[config.mk]
export PLATFORM = sky130hd
export DESIGN_NAME = fifo_wr_arbiter
export DESIGN_NICKNAME = d
export VERILOG_FILES = /design/src/rtl/fifo_wr_arbiter.sv
export SDC_FILE = /design/constraint.sdc
export NUM_CORES = 1
export LEC_CHECK = 0
export CAP_MARGIN = 10
export CORE_MARGIN = 2
export CORE_UTILIZATION = 45
export DETAILED_ROUTE_END_ITERATION = 12
export GPL_TIMING_DRIVEN = 1
export HOLD_SLACK_MARGIN = 0.03
export PLACE_DENSITY = 0.87
export SYNTH_ARGS = -nofsm -noshare
export SYNTH_HDL_FRONTEND = slang
export SYNTH_SLANG_ARGS = --single-unit
[constraint.sdc]
create_clock -name clk -period 5.86 [get_ports clk]
set_input_delay 0.879 -clock clk [delete_from_list [all_inputs] [get_ports clk]]
set_output_delay 0.879 -clock clk [all_outputs]
set_load 0.1 [all_outputs]
[src/rtl/fifo_wr_arbiter.sv]
// Two-producer round-robin write controller for a shared 2^ADDR_WIDTH-deep FIFO RAM.
// Define FIFO_WR_ARB_ALMOST_FULL_EN to add almost_full and near-full fixed priority for producer 0.
module fifo_wr_arbiter #(
  parameter int ADDR_WIDTH = 9,
  parameter int DATA_WIDTH = 8,
  parameter int AF_THRESH  = 4
) (
  input  logic                  clk,
  input  logic                  rst_n,
  input  logic                  req0_valid,
  input  logic [DATA_WIDTH-1:0] req0_data,
  output logic                  req0_ready,
  input  logic                  req1_valid,
  input  logic [DATA_WIDTH-1:0] req1_data,
  output logic                  req1_ready,
  input  logic                  rd_en,
  output logic                  mem_we,
  output logic [ADDR_WIDTH-1:0] mem_waddr,
  output logic [DATA_WIDTH-1:0] mem_wdata,
  output logic [ADDR_WIDTH-1:0] mem_raddr,
  output logic [ADDR_WIDTH:0]   WriteAddr,
  output logic [ADDR_WIDTH:0]   ReadAddr,
  output logic                  full,
  output logic                  empty,
  output logic [ADDR_WIDTH:0]   count,
`ifdef FIFO_WR_ARB_ALMOST_FULL_EN
  output logic                  almost_full,
`endif
  output logic                  grant_id,
  output logic                  rd_err
);

  logic [ADDR_WIDTH:0] wptr_q, wptr_d;
  logic [ADDR_WIDTH:0] rptr_q, rptr_d;
  logic                last_q, last_d;
  logic                gid_q, gid_d;
  logic                rd_err_q, rd_err_d;

  logic empty_w, full_w;
  logic gnt0, gnt1, pick1;
  logic wr_acc, rd_acc;

  assign empty_w = (wptr_q == rptr_q);
  assign full_w  = (wptr_q[ADDR_WIDTH-1:0] == rptr_q[ADDR_WIDTH-1:0]) &&
                   (wptr_q[ADDR_WIDTH] != rptr_q[ADDR_WIDTH]);

  assign WriteAddr = wptr_q;
  assign ReadAddr  = rptr_q;
  assign count     = wptr_q - rptr_q;
  assign full      = full_w;
  assign empty     = empty_w;
  assign mem_raddr = rptr_q[ADDR_WIDTH-1:0];
  assign grant_id  = gid_q;
  assign rd_err    = rd_err_q;

`ifdef FIFO_WR_ARB_ALMOST_FULL_EN
  localparam logic [ADDR_WIDTH:0] DEPTH_V = {1'b1, {ADDR_WIDTH{1'b0}}};
  localparam logic [ADDR_WIDTH:0] AF_T    = (ADDR_WIDTH+1)'(AF_THRESH);
  logic [ADDR_WIDTH:0] free_w;
  logic                af_w;
  assign free_w      = DEPTH_V - count;
  assign af_w        = rst_n && (free_w <= AF_T);
  assign almost_full = af_w;
`endif

  // Contested cycles favour whoever did not win last; ready never feeds back on itself.
  always_comb begin
    pick1 = ~last_q;
`ifdef FIFO_WR_ARB_ALMOST_FULL_EN
    if (af_w) pick1 = 1'b0;
`endif
    gnt0 = 1'b0;
    gnt1 = 1'b0;
    if (rst_n && !full_w) begin
      if (req0_valid && req1_valid) begin
        gnt0 = ~pick1;
        gnt1 = pick1;
      end else begin
        gnt0 = req0_valid;
        gnt1 = req1_valid;
      end
    end
  end

  assign req0_ready = gnt0;
  assign req1_ready = gnt1;
  assign wr_acc     = gnt0 | gnt1;
  assign rd_acc     = rd_en & ~empty_w;

  assign mem_we    = wr_acc;
  assign mem_waddr = wptr_q[ADDR_WIDTH-1:0];
  assign mem_wdata = gnt1 ? req1_data : req0_data;

  always_comb begin
    wptr_d   = wptr_q;
    rptr_d   = rptr_q;
    last_d   = last_q;
    gid_d    = gid_q;
    rd_err_d = rd_en & empty_w;
    if (wr_acc) begin
      wptr_d = wptr_q + 1'b1;
      last_d = gnt1;
      gid_d  = gnt1;
    end
    if (rd_acc) rptr_d = rptr_q + 1'b1;
  end

  // last_q resets to 1 so producer 0 takes the first contested cycle.
  always_ff @(posedge clk or negedge rst_n) begin
    if (!rst_n) begin
      wptr_q   <= '0;
      rptr_q   <= '0;
      last_q   <= 1'b1;
      gid_q    <= 1'b0;
      rd_err_q <= 1'b0;
    end else begin
      wptr_q   <= wptr_d;
      rptr_q   <= rptr_d;
      last_q   <= last_d;
      gid_q    <= gid_d;
      rd_err_q <= rd_err_d;
    end
  end

endmodule
== After elaboration in Yosys (flattened, before gate mapping) ==
Index checks and enable logic that the tools add are counted.

* Multiplexer cells: 5
* $add $sub $neg: 3
* Bitwise logic cells: 5
* Reductions and logical operators: 4
* Eq/ne operators: 3

{| class="wikitable"
|+ Operators with widths
! cell !! count
|-
| 10-bit by 1-bit adder with 10-bit output, second input constant || 2
|-
| 10-bit equality test || 1
|-
| 10-bit subtractor || 1
|-
| 9-bit equality test || 1
|-
| 8-bit 2-to-1 mux || 1
|-
| 1-bit 2-to-1 mux || 4
|-
| 1-bit logical AND || 3
|-
| 1-bit AND || 2
|-
| 1-bit NOT || 2
|-
| 1-bit zero test || 1
|-
| 1-bit != test || 1
|-
| 1-bit bitwise OR || 1
|}

* Bits in registers: 23
* Input port bits: 21
* Word-level logic and storage cells: 25
* Output and inout bits: 63

== Logic depth before layout (Yosys ltp) ==
Gate-level depths: netlist of run 1.

* Word-level depth: 6
* Mapped depth: 8
* Depth with buffers taken out: 8

== Least setup slack after synthesis of run 1 ==
OpenSTA, ideal clock, no wires.

* Kind: reg2out
* Start point: register wptr_q[0] (netlist: WriteAddr[0])
* End point: output port count[6]
* Path buffers: 0
* Setup slack: 1.415 ns
* Arrival: 3.566 ns
* Data required time: 4.981 ns
* Stages on the path, launching flop included: 9
* Cell sequence: dfrtp_1 inv_1 ha_1 inv_1 fa_1 a211oi_1 o21ai_0 a21oi_1 xnor2_1

* Cells in the longest elaborated chain, start to end: 1

{| class="wikitable"
|+ Ends and longest elaborated chain
! what !! line !! text
|-
| from (decl) || 33 || <nowiki>logic [ADDR_WIDTH:0] wptr_q, wptr_d;</nowiki>
|-
| from (signal assigned) || 117 || <nowiki>wptr_q <= wptr_d;</nowiki>
|-
| 10-bit subtractor || 49 || <nowiki>assign count = wptr_q - rptr_q;</nowiki>
|-
| to (decl) || 25 || <nowiki>output logic [ADDR_WIDTH:0] count,</nowiki>
|}

No other way between the ends.

== Final worst setup path of run 1 ==
* Start point: register rptr_q[0] (netlist: ReadAddr[0])
* End point: output port count[8]

* Cells in the longest elaborated chain, start to end: 1

{| class="wikitable"
|+ Ends and longest elaborated chain
! what !! line !! text
|-
| from (decl) || 34 || <nowiki>logic [ADDR_WIDTH:0] rptr_q, rptr_d;</nowiki>
|-
| from (signal assigned) || 118 || <nowiki>rptr_q <= rptr_d;</nowiki>
|-
| 10-bit subtractor || 49 ||
|}

No other way between the ends.

==> impl_metrics.csv, run 1 <==
group,metric,value,unit
status,status,"finished clean",
sta,min_period,4.53,ns
yosys,synth_mux_area_share,7.12,%
worst_setup_path,path_class,"reg2out",
sta,fin_ws,1.33,ns
global_routing,antenna_found_initial,0,
clock_tree,h-tree-depth,1,
yosys,synth_edf_count,0,
placed_design,place_ws,1.68,ns
clock_tree,clock_path_buffers,2,
yosys,yosysMostFrequentCell,"dfrtp_1",
global_routing,grt_usage,21.4,%
sta,skew,0.00376,ns
yosys,synthTopCellsByArea,"dfrtp_1 (31%), ha_1 (7.7%), buf_4 (7.5%)",
clock_tree,cts_tree,"yes",
drt,drc,0,
yosys,synth_area,0.00179,mm^2
clock_tree,insertion_delay,0.26,ns
sta,finalMaxSlewViolations,0,
yosys,synth.avg_cell_area,9.49,um^2
worst_setup_path,crit_path_end_kind,"output port",
finish,final_nets,291,
drt,dr.first_iter.drc_count,86,
clock_tree,cts_setup_buffers,0,
placed_design,portBuffers,83,
yosys,netlist.area_leader.share,30.7,%
drt,dr_total_vias,1616,
clock_tree,hold_buffers,0,
yosys,synthArstFlopShare,100,%
sta,hold_viol,0,
clock_tree,numCtsBuffers,3,
clock_tree,cts.clk_slew.worst_paths,0.08,ns
yosys,syn_inst,189,
drt,antenna_left,0,
yosys,synth-compound-area-share,9.91,%
floorplan,io_pins,84,
global_routing,overflow,0,
finish,n_fill_cell,320,
finish,multi_input_area,0.00101,mm^2
finish,antenna_cells,0,
clock_tree,clkSinkCount,23,
placed_design,dpl.hpwl,3.65,mm
worst_hold_path,hold_class,"reg2reg",
yosys,synth-xor-area-share,12.7,%
flow_run,drv_cap,0,
clock_tree,cts-resized-gates,0,
global_routing,grt_pass1_wl,7.37,mm
finish,area_growth,43.4,%
worst_setup_path,start_kind,"register",
yosys,yosysSeqAreaShare,32.2,%
sta,fin_crit_sh,77.3,%
floorplan,die_w,67.1,um
sta,grt_setup_unrepaired,"false",
floorplan,core,0.00374,mm^2
sta,max_freq,221,MHz
worst_setup_path,worstPathArrival,3.65,ns
global_routing,grt_pass1_vias,1501,
worst_setup_path,cp.required,4.98,ns
drt,wl,4.67,mm
yosys,synth_top_family_by_area,"simple AND/OR/NAND/NOR gates",
clock_tree,root_buffer,"clkbuf_8",
placed_design,gp_congestion,0.863,
yosys,synth_seq_cells,23,
drt,via_per_inst,5.30,
sta,holdWs,0.492,ns
yosys,yosysUniqueCellTypes,44,
yosys,ys_warn_count,0,
finish,register_area,577,um^2
floorplan,die_area,0.00451,mm^2
worst_hold_path,holdCritStartpoint,"grant_id$_DFFE_PN0P_",
floorplan,chipHeight,67.1,um
sta,tightest_slew,0.998,ns
drt,first_pass_iters,4,
yosys,synth_nets,222,
sta,maxSlewHeadroom,33.3,%
worst_setup_path,crit_start,"ReadAddr[0]$_DFFE_PN0P_",
sta,setup_viol,0,
placed_design,dp_cells,301,
yosys,synth_commonest_cells,"dfrtp_1 (22), buf_4 (18), inv_1 (14), xnor2_1 (14), nand2_1 (13)",
floorplan,std_cell_rows,22,
floorplan,initial_core_util,47.9,%
worst_setup_path,path_max_fanout,9,
yosys,synth_flop_cell,"dfrtp_1",
finish,drive_above_1_share,12.1,%
finish,final-instance-count-excl-fill,305,
yosys,synthSimpleGateAreaFrac,17.7,%
sta,setup_tns,0,ns
global_routing,grt_max_degree,32,
yosys,yosysTopAreaCell,"dfrtp_1",
yosys,synth-adder-area-share,8.79,%
drt,wl_per_cell,15.3,um
worst_setup_path,r2r_start,"ReadAddr[2]$_DFFE_PN0P_",
-- state kept, by name, summed over array words and instances, names as in the netlist --
signal	count
ReadAddr	10
WriteAddr	10
grant_id	1
last_q	1
rd_err	1
-- per-stage QoR --
| step | util, % | instance area [um^2] |
|---|---|---|
| after floorplan | - | 1790 |
| after global placement | 67.5 | 2530 |
| after detailed placement | 67.5 | 2530 |
| after CTS | 68.7 | 2570 |
| after global routing | 68.7 | 2570 |
| final | 68.7 | 2570 |
-- area by class of cell --
class / count / share of cell area (%)
Sequential cell: 23 / 22.4
Clock buffer: 4 / 1.75
Multi-Input combinational cell: 130 / 39.2
Tap cell: 48 / 2.34
Timing Repair Buffer: 85 / 31.9
Inverter: 15 / 2.38
-- metal layers --
| layer | global-route usage [%] | vias up | wire length [um] |
|---|---|---|---|
| li1 | - | 785 | - |
| met4 | 5.10 | 0 | 65 |
| met3 | 2.03 | 7 | 258 |
| met2 | 34.3 | 61 | 2230 |
| met5 | 0 | - | 0 |
| met1 | 31.2 | 763 | 2120 |
-- placed cells by master (no fill, tap or decap), types with 2 or more instances in the layout --
cell,count
a211oi_1,2
a21o_1,3
a21oi_1,7
buf_4,12
clkbuf_8,3
clkdlybuf4s50_1,73
dfrtp_1,22
ha_1,11
inv_1,14
mux2_1,2
mux2_2,8
nand2_1,13
nand3_1,6
nand4_1,6
nor2_1,8
nor3_1,8
nor4_1,5
o21a_1,2
o21ai_0,2
xnor2_1,14
xor2_1,12
-- critical path: stages, from the launching register on --
cell,delay (ns)
dfrtp_1,0.54
ha_1,0.23
inv_1,0.06
fa_1,0.44
a211oi_1,0.32
nor2_1,0.11
o41ai_1,0.37
xnor2_1,0.17
clkdlybuf4s50_1,1.15
-- cell families after synthesis --
family	Yosys count
AO/OA/AOI/OAI	25
buffers and inverters	36
adder cells (fa/ha/maj)	12
flip-flops	23
multiplexers	11
XOR/XNOR	26
AND/OR/NAND/NOR	56
-- final timing paths --
path,endpoint,slack (ns),depth (start not counted)
worst min register to register,grant_id$_DFFE_PN0P_,0.49,1
min in group asynchronous,ReadAddr[5]$_DFFE_PN0P_,1.00,2
worst max register to register,ReadAddr[1]$_DFFE_PN0P_,3.50,7
worst max-delay path,count[8],1.33,8
max in group asynchronous,last_q$_DFFE_PN1P_,4.54,2
worst min-delay path,grant_id$_DFFE_PN0P_,0.49,1
Power of run 1 is left out: the tool's default activity adds up to more than one toggle a clock period on the data nets, which glitch-free logic cannot reach.
==> run 2, diff against run 1 <==
--- a/config.mk
+++ b/config.mk
@@ -7,11 +7,11 @@
 export LEC_CHECK = 0
 export CAP_MARGIN = 10
 export CORE_MARGIN = 2
-export CORE_UTILIZATION = 45
+export CORE_UTILIZATION = 42
 export DETAILED_ROUTE_END_ITERATION = 12
 export GPL_TIMING_DRIVEN = 1
 export HOLD_SLACK_MARGIN = 0.03
-export PLACE_DENSITY = 0.87
+export PLACE_DENSITY = 0.82
 export SYNTH_ARGS = -nofsm -noshare
 export SYNTH_HDL_FRONTEND = slang
 export SYNTH_SLANG_ARGS = --single-unit
==> constraint.sdc (replaced) <==
create_clock -name clk -period 4.5 [get_ports clk]
set_input_delay 0.675 -clock clk [delete_from_list [all_inputs] [get_ports clk]]
set_output_delay 0.675 -clock clk [all_outputs]
set_load 0.1 [all_outputs]
==> impl_metrics.csv, run 2 (synthesis results as in run 1) <==
group,metric,value,unit
status,status,"finished clean",
global_routing,grt_pass1_wl,7.76,mm
worst_setup_path,path_class,"reg2out",
drt,drc,0,
sta,grt_setup_unrepaired,"false",
finish,n_fill_cell,350,
worst_setup_path,cp.required,3.83,ns
global_routing,overflow,0,
placed_design,gp_congestion,0.879,
clock_tree,clock_path_buffers,2,
clock_tree,cts-resized-gates,0,
sta,min_period,3.51,ns
worst_setup_path,path_max_fanout,9,
drt,antenna_left,0,
worst_setup_path,crit_start,"ReadAddr[0]$_DFFE_PN0P_",
worst_setup_path,r2r.worst_path.cells,7,
floorplan,die_area,0.00481,mm^2
sta,skew,0.00608,ns
clock_tree,numCtsBuffers,3,
clock_tree,hold_buffers,0,
finish,drive_above_1_share,16.3,%
worst_hold_path,holdCritStartpoint,"grant_id$_DFFE_PN0P_",
finish,layout_commonest_cell,"clkdlybuf4s50_1",
sta,setup_viol,0,
worst_setup_path,r2r_start,"ReadAddr[6]$_DFFE_PN0P_",
sta,maxSlewHeadroom,33.6,%
sta,tightest_slew,0.993,ns
finish,area_growth,42.6,%
drt,wl_per_cell,14.5,um
worst_setup_path,crit_path_end_kind,"output port",
global_routing,grt_pass1_vias,1595,
finish,final_nets,292,
clock_tree,clkSinkCount,23,
global_routing,grt_max_degree,13,
sta,setup_tns,0,ns
flow_run,drv_cap,0,
floorplan,initial_core_util,44.2,%
worst_hold_path,hold_class,"reg2reg",
drt,first_pass_iters,4,
global_routing,grt_usage,19.5,%
floorplan,io_pins,84,
sta,max_freq,285,MHz
floorplan,chipHeight,69.3,um
sta,finalMaxSlewViolations,0,
placed_design,portBuffers,83,
worst_setup_path,start_kind,"register",
clock_tree,insertion_delay,0.27,ns
floorplan,die_w,69.3,um
clock_tree,cts_tree,"yes",
sta,fin_crit_sh,78.0,%
drt,dr.first_iter.drc_count,120,
drt,via_per_inst,5.22,
drt,wl,4.48,mm
clock_tree,cts_setup_buffers,0,
worst_setup_path,reg2reg_slack,2.20,ns
finish,antenna_cells,0,
floorplan,std_cell_rows,23,
worst_hold_path,holdPathStages,1,
worst_setup_path,worstPathArrival,2.83,ns
clock_tree,h-tree-depth,1,
global_routing,antenna_found_initial,0,
finish,layout_common_cells,"clkdlybuf4s50_1 (63), buf_4 (23), dfrtp_1 (22), inv_1 (14), xnor2_1 (14)",
clock_tree,root_buffer,"clkbuf_8",
clock_tree,cts.clk_slew.worst_paths,0.08,ns
sta,hold_viol,0,
floorplan,core,0.00406,mm^2
placed_design,dpl.hpwl,3.60,mm
drt,dr_total_vias,1607,
[run 2: layout make-up]
type                            instances  area (um^2)  share of cell area [%]
Clock buffer                            4         45.0                    1.76
Timing Repair Buffer                   86          803                    31.4
Multi-Input combinational cell        130         1010                    39.4
Tap cell                               50         62.6                    2.45
Sequential cell                        23          577                    22.6
Inverter                               15         61.3                    2.40
[run 2: path summary, 6_finish.rpt]
check,end
worst max-delay path,count[2]
worst min-delay path,grant_id$_DFFE_PN0P_
worst max register to register,WriteAddr[1]$_DFFE_PN0P_
worst min register to register,grant_id$_DFFE_PN0P_
max in group asynchronous,WriteAddr[0]$_DFFE_PN0P_
min in group asynchronous,WriteAddr[4]$_DFFE_PN0P_
[run 2: worst max-delay path, stage by stage, from the launching register on]
cell and delay [ns]:
dfrtp_1 0.54, ha_1 0.23, inv_1 0.06, fa_1 0.42, xor2_1 0.17, clkdlybuf4s50_1 1.15
[run 2: per-layer routing]
metal,track usage [%],share of wire (%),up-vias
met5,0,0,-
met3,2.76,5.6,7
li1,-,-,792
met2,32.9,49,57
met1,26.0,44,751
met4,5.66,1.5,0
[run 2: per-stage QoR]
stage	utilization, %	setup WS (ns)	instances	hold WS, ns	area [um^2]
2_1_floorplan	-	0.259	189	0.379	1790
3_3_place_gp	61.9	1.31	304	0.478	2510
3_5_place_dp	61.9	1.31	304	0.482	2510
4_1_cts	63.0	0.994	308	0.501	2560
5_1_grt	63.0	0.710	308	0.516	2560
6_report	63.0	0.992	308	0.499	2560
Power of run 2 is left out for the same reason.
==> run 3, diff against run 2 <==
==> constraint.sdc (replaced) <==
create_clock -name clk -period 3.58 [get_ports clk]
set_input_delay 0.537 -clock clk [delete_from_list [all_inputs] [get_ports clk]]
set_output_delay 0.537 -clock clk [all_outputs]
set_load 0.1 [all_outputs]
==> impl_metrics.csv, run 3 (synthesis results as in run 1) <==
group,metric,value,unit
global_routing,grt_max_degree,31,
placed_design,dpl.hpwl,3.90,mm
sta,maxSlewHeadroom,34.6,%
floorplan,initial_core_util,44.2,%
worst_setup_path,crit_chain,"ha_1 > inv_1 > fa_1 > a211oi_1 > nor2_1 > o41ai_1 > xnor2_2 > buf_12",
finish,area_growth,55.4,%
placed_design,dp_cells,304,
sta,setup_viol,0,
finish,final-instance-count-excl-fill,308,
floorplan,std_cell_rows,23,
drt,wl_per_cell,14.8,um
sta,skew,0.00400,ns
global_routing,grt_pass1_wl,7.60,mm
global_routing,antenna_found_initial,0,
clock_tree,h-tree-depth,1,
sta,tightest_slew,0.977,ns
status,status,"finished clean",
worst_setup_path,critPathSlowestCell,"dfrtp_1",
flow_run,drv_cap,0,
floorplan,die_area,0.00481,mm^2
clock_tree,cts_setup_buffers,0,
finish,antenna_cells,0,
drt,via_per_inst,5.27,
global_routing,grt_pass1_vias,1641,
floorplan,core,0.00406,mm^2
drt,drc,0,
sta,fin_crit_sh,92.8,%
clock_tree,cts_tree,"yes",
clock_tree,insertion_delay,0.26,ns
placed_design,place_ws,0.510,ns
worst_setup_path,path_delay_family,"compound AO/OA/AOI/OAI gates",
worst_setup_path,crit_start,"ReadAddr[0]$_DFFE_PN0P_",
placed_design,portBuffers,83,
worst_setup_path,crit_path_end_kind,"output port",
drt,dr.first_iter.drc_count,93,
placed_design,gp_congestion,0.846,
finish,layout_common_cells,"clkdlybuf4s50_1 (60), dfrtp_1 (18), inv_1 (14), buf_12 (14), nand2_1 (13)",
drt,antenna_left,0,
drt,first_pass_iters,4,
drt,wl,4.56,mm
global_routing,grt_usage,19.3,%
sta,fin_ws,0.257,ns
finish,final_nets,292,
finish,layout_commonest_cell,"clkdlybuf4s50_1",
worst_setup_path,worstPathArrival,2.79,ns
floorplan,io_pins,84,
drt,dr_total_vias,1624,
worst_setup_path,start_kind,"register",
worst_setup_path,path_class,"reg2out",
sta,max_freq,301,MHz
global_routing,overflow,0,
floorplan,die_w,69.3,um
clock_tree,cts-resized-gates,0,
worst_setup_path,path_buf_inv,2,
clock_tree,clock_path_buffers,2,
clock_tree,numCtsBuffers,3,
sta,grt_setup_unrepaired,"false",
finish,n_fill_cell,318,
worst_hold_path,hold_class,"reg2reg",
worst_hold_path,holdCritStartpoint,"grant_id$_DFFE_PN0P_",
clock_tree,hold_buffers,0,
worst_setup_path,cp.required,3.04,ns
sta,finalMaxSlewViolations,0,
worst_setup_path,r2r_start,"WriteAddr[6]$_DFFE_PN0P_",
finish,drive_above_1_share,22.9,%
floorplan,chipHeight,69.3,um
sta,hold_viol,0,
worst_setup_path,cp_slowest_stage_delay,0.54,ns
clock_tree,clkSinkCount,23,
clock_tree,cts.clk_slew.worst_paths,0.08,ns
sta,min_period,3.32,ns
worst_setup_path,path_max_fanout,9,
clock_tree,root_buffer,"clkbuf_8",
-- run 3: changes by cell type in the layout (fill, tap and decap cells not counted), moves of 4 or more --
cell | previous run | this run
buf_12 | 0 | 14
buf_4 | 23 | 12
dfrtp_1 | 22 | 18
dfrtp_2 | 0 | 4
-- run 3: area by class of cell --
cell class / instances / area (um^2) / share of cell area, %
Multi-Input combinational cell: 130 / 1060 / 38.2
Inverter: 15 / 61.3 / 2.20
Sequential cell: 23 / 582 / 20.9
Timing Repair Buffer: 86 / 971 / 34.8
Tap cell: 50 / 62.6 / 2.25
Clock buffer: 4 / 45.0 / 1.62
-- run 3: worst paths after layout --
path | slack (ns) | endpoint | cells past startpoint
max | 0.26 | count[8] | 8
min | 0.51 | grant_id$_DFFE_PN0P_ | 1
max reg2reg | 1.22 | WriteAddr[1]$_DFFE_PN0P_ | 6
min reg2reg | 0.51 | grant_id$_DFFE_PN0P_ | 1
max in group asynchronous | 2.51 | last_q$_DFFE_PN1P_ | 2
min in group asynchronous | 0.78 | ReadAddr[7]$_DFFE_PN0P_ | 2
-- run 3: per-stage QoR --
stage | hold WS (ns) | util [%] | instance area, um^2 | TNS [ns]
6_report | 0.514 | 68.7 | 2790 | 0
3_5_place_dp | 0.492 | 67.6 | 2740 | 0
3_3_place_gp | 0.475 | 67.6 | 2740 | 0
4_1_cts | 0.514 | 68.7 | 2790 | 0
2_1_floorplan | 0.241 | - | 1860 | -0.0410
5_1_grt | 0.524 | 68.7 | 2790 | 0
-- run 3: layer usage --
layer,global-route usage (%),routed length [um]
met5,0,0
met1,22.5,1850
met4,2.61,14
met3,5.38,308
met2,35.9,2390
-- run 3: worst reg2reg max path, delay by kind of cell, from the launching register on --
family        cells  cell delay [ns]
simple gates      3             0.84
fa+ha+maj         1             0.49
flops             1             0.48
mux               1             0.31
buf+inv           1             0.13
Power of run 3 is left out for the same reason.
==> patch 1 (flow settings as in run 3) <==
Put a register stage on the output `count`, with the module's reset. The value now appears one clock later. The other outputs are not delayed to match.
--- a/src/rtl/fifo_wr_arbiter.sv
+++ b/src/rtl/fifo_wr_arbiter.sv
@@ -48,3 +48,9 @@
   assign ReadAddr  = rptr_q;
-  assign count     = wptr_q - rptr_q;
+  always_ff @(posedge clk or negedge rst_n) begin
+    if (!rst_n) begin
+      count <= '0;
+    end else begin
+      count <= wptr_q - rptr_q;
+    end
+  end
   assign full      = full_w;
Behaviour: not the same (a bounded check fails within 4 cycles, from zero or initial values and one cycle with rst_n low).
==> patch 1 against run 3 <==
- design area is 7.1% higher
- sequential cell count is 10 higher
- critical path depth shrank 2
- maximum frequency fell by 0.61%
- wire length rose by 11%
- synthesized area grew 14%
- worst setup slack got worse by 0.020 ns
- highest routed layer unchanged
Power is not shown: default switching activity piles up to over one toggle a cycle in this logic, so the estimate is an artifact.
==> patch 1: results (changes against run 3) <==
| Metric | Value |
|---|---|
| Drt total wl | `5.049 mm (+11%)` |
| Post-synthesis compound-gate area fraction | `8.400% (-1.5 points)` |
| DR WL/cell | `15.39 microns (+4.0%)` |
| Dpl cells | `320 (+5.3%)` |
| Post-DP HPWL | `4.056 mm (+3.9%)` |
| Slowest stage delay, CP | `0.64 ns (+0.10 ns)` |
| Worst R2R End | `ReadAddr[1]` |
| Placed inst area | `2898 sq um (+5.7%)` |
| Clk_lat worst skew | `0.29 ns (+0.03 ns)` |
| CP top delay family | `simple AND/OR/NAND/NOR gates` |
| Vias/cell | `5.375 (+1.9%)` |
| Synth top area cells | `dfrtp_1 39%, xnor2_1 6.9%, ha_1 6.7%` |
| Setup crit start | `WriteAddr[2]` |
| Post-Syn Nets | `234 (+5.4%)` |
| XOR/XNOR Fraction of Synth Area | `11.16% (-1.5 points)` |
| Drt pass-1 iters | `5 (+1)` |
| Worst hold slack | `0.2144 ns (-0.2997 ns)` |
| Worst slew pin tran | `1.001 ns (+0.02339 ns)` |
| Htree depth | `2 (+1)` |
| Hold Crit Class | `input port to asynchronous set/reset pin` |
| Area share of fa/ha/maj cells after synthesis | `7.725% (-1.1 points)` |
| RD Place Congestion | `0.8478 (+0.21%)` |
| Path depth of the worst reg2reg path | `5 (-1)` |
| Outcome | `finished, final reports clean` |
| Ant. Diodes | `0 (unchanged)` |
| Largest net degree at the start of global routing | `24 (-23%)` |
| Crit-path max FO | `10 (+1)` |
| Mean area per synthesized cell | `10.15 sq um (+7.0%)` |
| Final nets | `306 (+4.8%)` |
| Achievable frequency | `299.1 MHz (-0.61%)` |
| GRT Overall Usage | `20.26% (+0.94 points)` |
| Clock Skew | `0.008120 ns (+0.004115 ns)` |
| Number of CTS-inserted buffers | `5 (+2)` |
| First-pass GRT wire length | `8.273 mm (+8.9%)` |
| Sequential fraction of the synthesis area | `40.53% (+8.4 points)` |
| Critical Path End | `mem_wdata[3]` |
| Post-synthesis mux area share | `6.009% (-1.1 points)` |
| Vias in the first global route | `1764 (+7.5%)` |
| Critical R2R Launch | `WriteAddr[6]` |
| Starting DRT DRC Count | `105 (+13%)` |
| Layout cell share with drive strength beyond 1 | `17.15% (-5.7 points)` |
| Post-synth top cells | `32 x dfrtp_1, 18 x buf_4, 16 x xnor2_1` |
| Place WS | `0.4304 ns (-0.07953 ns)` |
| Arr. time, crit path | `2.81 ns (+0.02 ns)` |
| Yosys cell types | `41 (-6.8%)` |
| Crit-path slowest cell | `or4_4` |
## patch 1: cell count changes after synthesis, moves of 2 or more
cell	delta
dfrtp_1	+10
nor2_1	+5
nand3_1	-4
and4_1	+3
mux2_1	-2
mux2_2	+2
nor4_1	-2
xnor2_1	+2
xor2_1	-2
## patch 1: cell type report
cell class                      count  area, sq um
Fill cell                         377         1708
Multi-Input combinational cell    134         1039
Timing Repair Buffer               86        915.9
Sequential cell                    33        830.8
Clock buffer                        6        72.57
Tap cell                           54        67.56
Inverter                           13        48.80
Clock inverter                      2        10.01
## patch 1: metal layers
| metal | vias up | global-route usage, % | part of all wire, % |
|---|---|---|---|
| li1 | 827 | - | - |
| met1 | 849 | 24.07 | 41 |
| met2 | 78 | 34.33 | 50 |
| met3 | 9 | 5.761 | 7.7 |
| met4 | 0 | 8.081 | 1.9 |
| met5 | - | 0 | 0 |
## patch 1: what timing repair did
| item | CTS | global route |
|---|---|---|
| resized for setup | 0 | 1 |
| hold buffers | 0 | 0 |
| setup endpoints to repair | 0 | 8 |
==> patch 2 (flow settings as in run 3) <==
Made on the original files. The option `FIFO_WR_ARB_ALMOST_FULL_EN` is turned on by a define.
--- a/src/rtl/fifo_wr_arbiter.sv
+++ b/src/rtl/fifo_wr_arbiter.sv
@@ -2,2 +2,4 @@
 // Define FIFO_WR_ARB_ALMOST_FULL_EN to add almost_full and near-full fixed priority for producer 0.
+`define FIFO_WR_ARB_ALMOST_FULL_EN
+
 module fifo_wr_arbiter #(
Behaviour (old outputs only; new: almost_full): no difference found for any inputs over 10 cycles, from zero or initial values and one cycle with rst_n low; that may be too few to reach the edited logic, so the function may still have changed.
==> patch 2 against run 3 <==
- the run now ends with negative setup slack left
- sequential share of layout area decreased by 2.3 points
- count of clock-buffer cells in the layout did not move
- design area is 19% higher
- synthesized cell count increased by 4.8%
- wire length up 21%
- worst setup slack lost 1.1 ns
- die area fell by 0.32%
- sequential cell count did not move
- non-clock buffer count is 54 higher
- global-route usage up 3.2 points
- synthesized area down 0.35%
- critical endpoint is now mem_wdata[4]
- highest routed layer unchanged
Power is left out: the tool's default activity adds up to more than one toggle a clock period on the data nets, which glitch-free logic cannot reach.
==> patch 2: results (changes against run 3) <==
| Metric | Value |
|---|---|
| Outcome | `finished, violations left` |
| Failing checks | `negative setup slack` |
| Final nets | `357 (+22%)` |
| HP Start | `ReadAddr[8]` |
| Slowest stage delay, CP | `0.50 ns (-0.04 ns)` |
| Arr. time, crit path | `3.89 ns (+1.10 ns)` |
| Hold worst-path end | `ReadAddr[8]` |
| Worst slew pin tran | `0.9795 ns (+0.002244 ns)` |
| Synth top area cells | `dfrtp_1 31%, xnor2_1 9.3%, ha_1 7.7%` |
| Grt met1 use | `28.51% (+6.0 points)` |
| Worst setup margin | `-0.8500 ns (-1.107 ns)` |
| Endpoints failing setup | `11 (+11)` |
| Met2 Use GR | `40.17% (+4.3 points)` |
| Post-synthesis compound-gate area fraction | `10.08% (+0.17 points)` |
| Layout cell share with drive strength beyond 1 | `40.25% (+17 points)` |
| XOR/XNOR Fraction of Synth Area | `11.76% (-0.94 points)` |
| Yosys cell types | `38 (-14%)` |
| DR WL/cell | `14.76 microns (-0.28%)` |
| Path depth of the worst reg2reg path | `14 (+8)` |
| Worst R2R End | `last_q` |
| First-pass GRT wire length | `8.694 mm (+14%)` |
| Crit-path slowest cell | `dfrtp_4` |
| Via count | `1919 (+18%)` |
| Sequential fraction of the synthesis area | `32.28% (+0.11 points)` |
| Worst hold slack | `0.5328 ns (+0.01874 ns)` |
| Vias in the first global route | `1815 (+11%)` |
| Clock Skew | `0.01210 ns (+0.008094 ns)` |
| Input/output buffers | `84 (+1.2%)` |
| Largest net degree at the start of global routing | `26 (-16%)` |
| Setup crit start | `WriteAddr[0]` |
| Met2 WL | `2.807 mm (+17%)` |
| CP top delay family | `simple AND/OR/NAND/NOR gates` |
==> patch 2: changes by cell type after synthesis, sizes merged, moves of 4 or more <==
cell,delta
nand3,+7
xor2,-7
nor4,-4
inv,+8
xnor2,+5
nor2,+5
==> patch 2: layout make-up <==
| type | count | area, sq um |
|---|---|---|
| fillers | 237 | 745.7 |
| clock buffers | 4 | 45.04 |
| flip-flops and latches | 23 | 616.8 |
| multi-input cells | 134 | 1120 |
| well taps | 50 | 62.56 |
| repair buffers | 140 | 1376 |
| inverters | 22 | 91.34 |
==> patch 2: repair_timing <==
item,4_1_cts,5_1_grt
buffers inserted,4,2
endpoints found under the hold margin,0,0
resized for setup,3,0
setup endpoints to repair,11,11
pin swaps,2,1
==> patch 2: per-stage QoR <==
step,TNS [ns],std cells
after detailed placement,-5.152,365
after CTS,-8.112,373
final,-8.555,373
after global routing,-9.587,373
after floorplan,-11.17,198
after global placement,-4.309,365
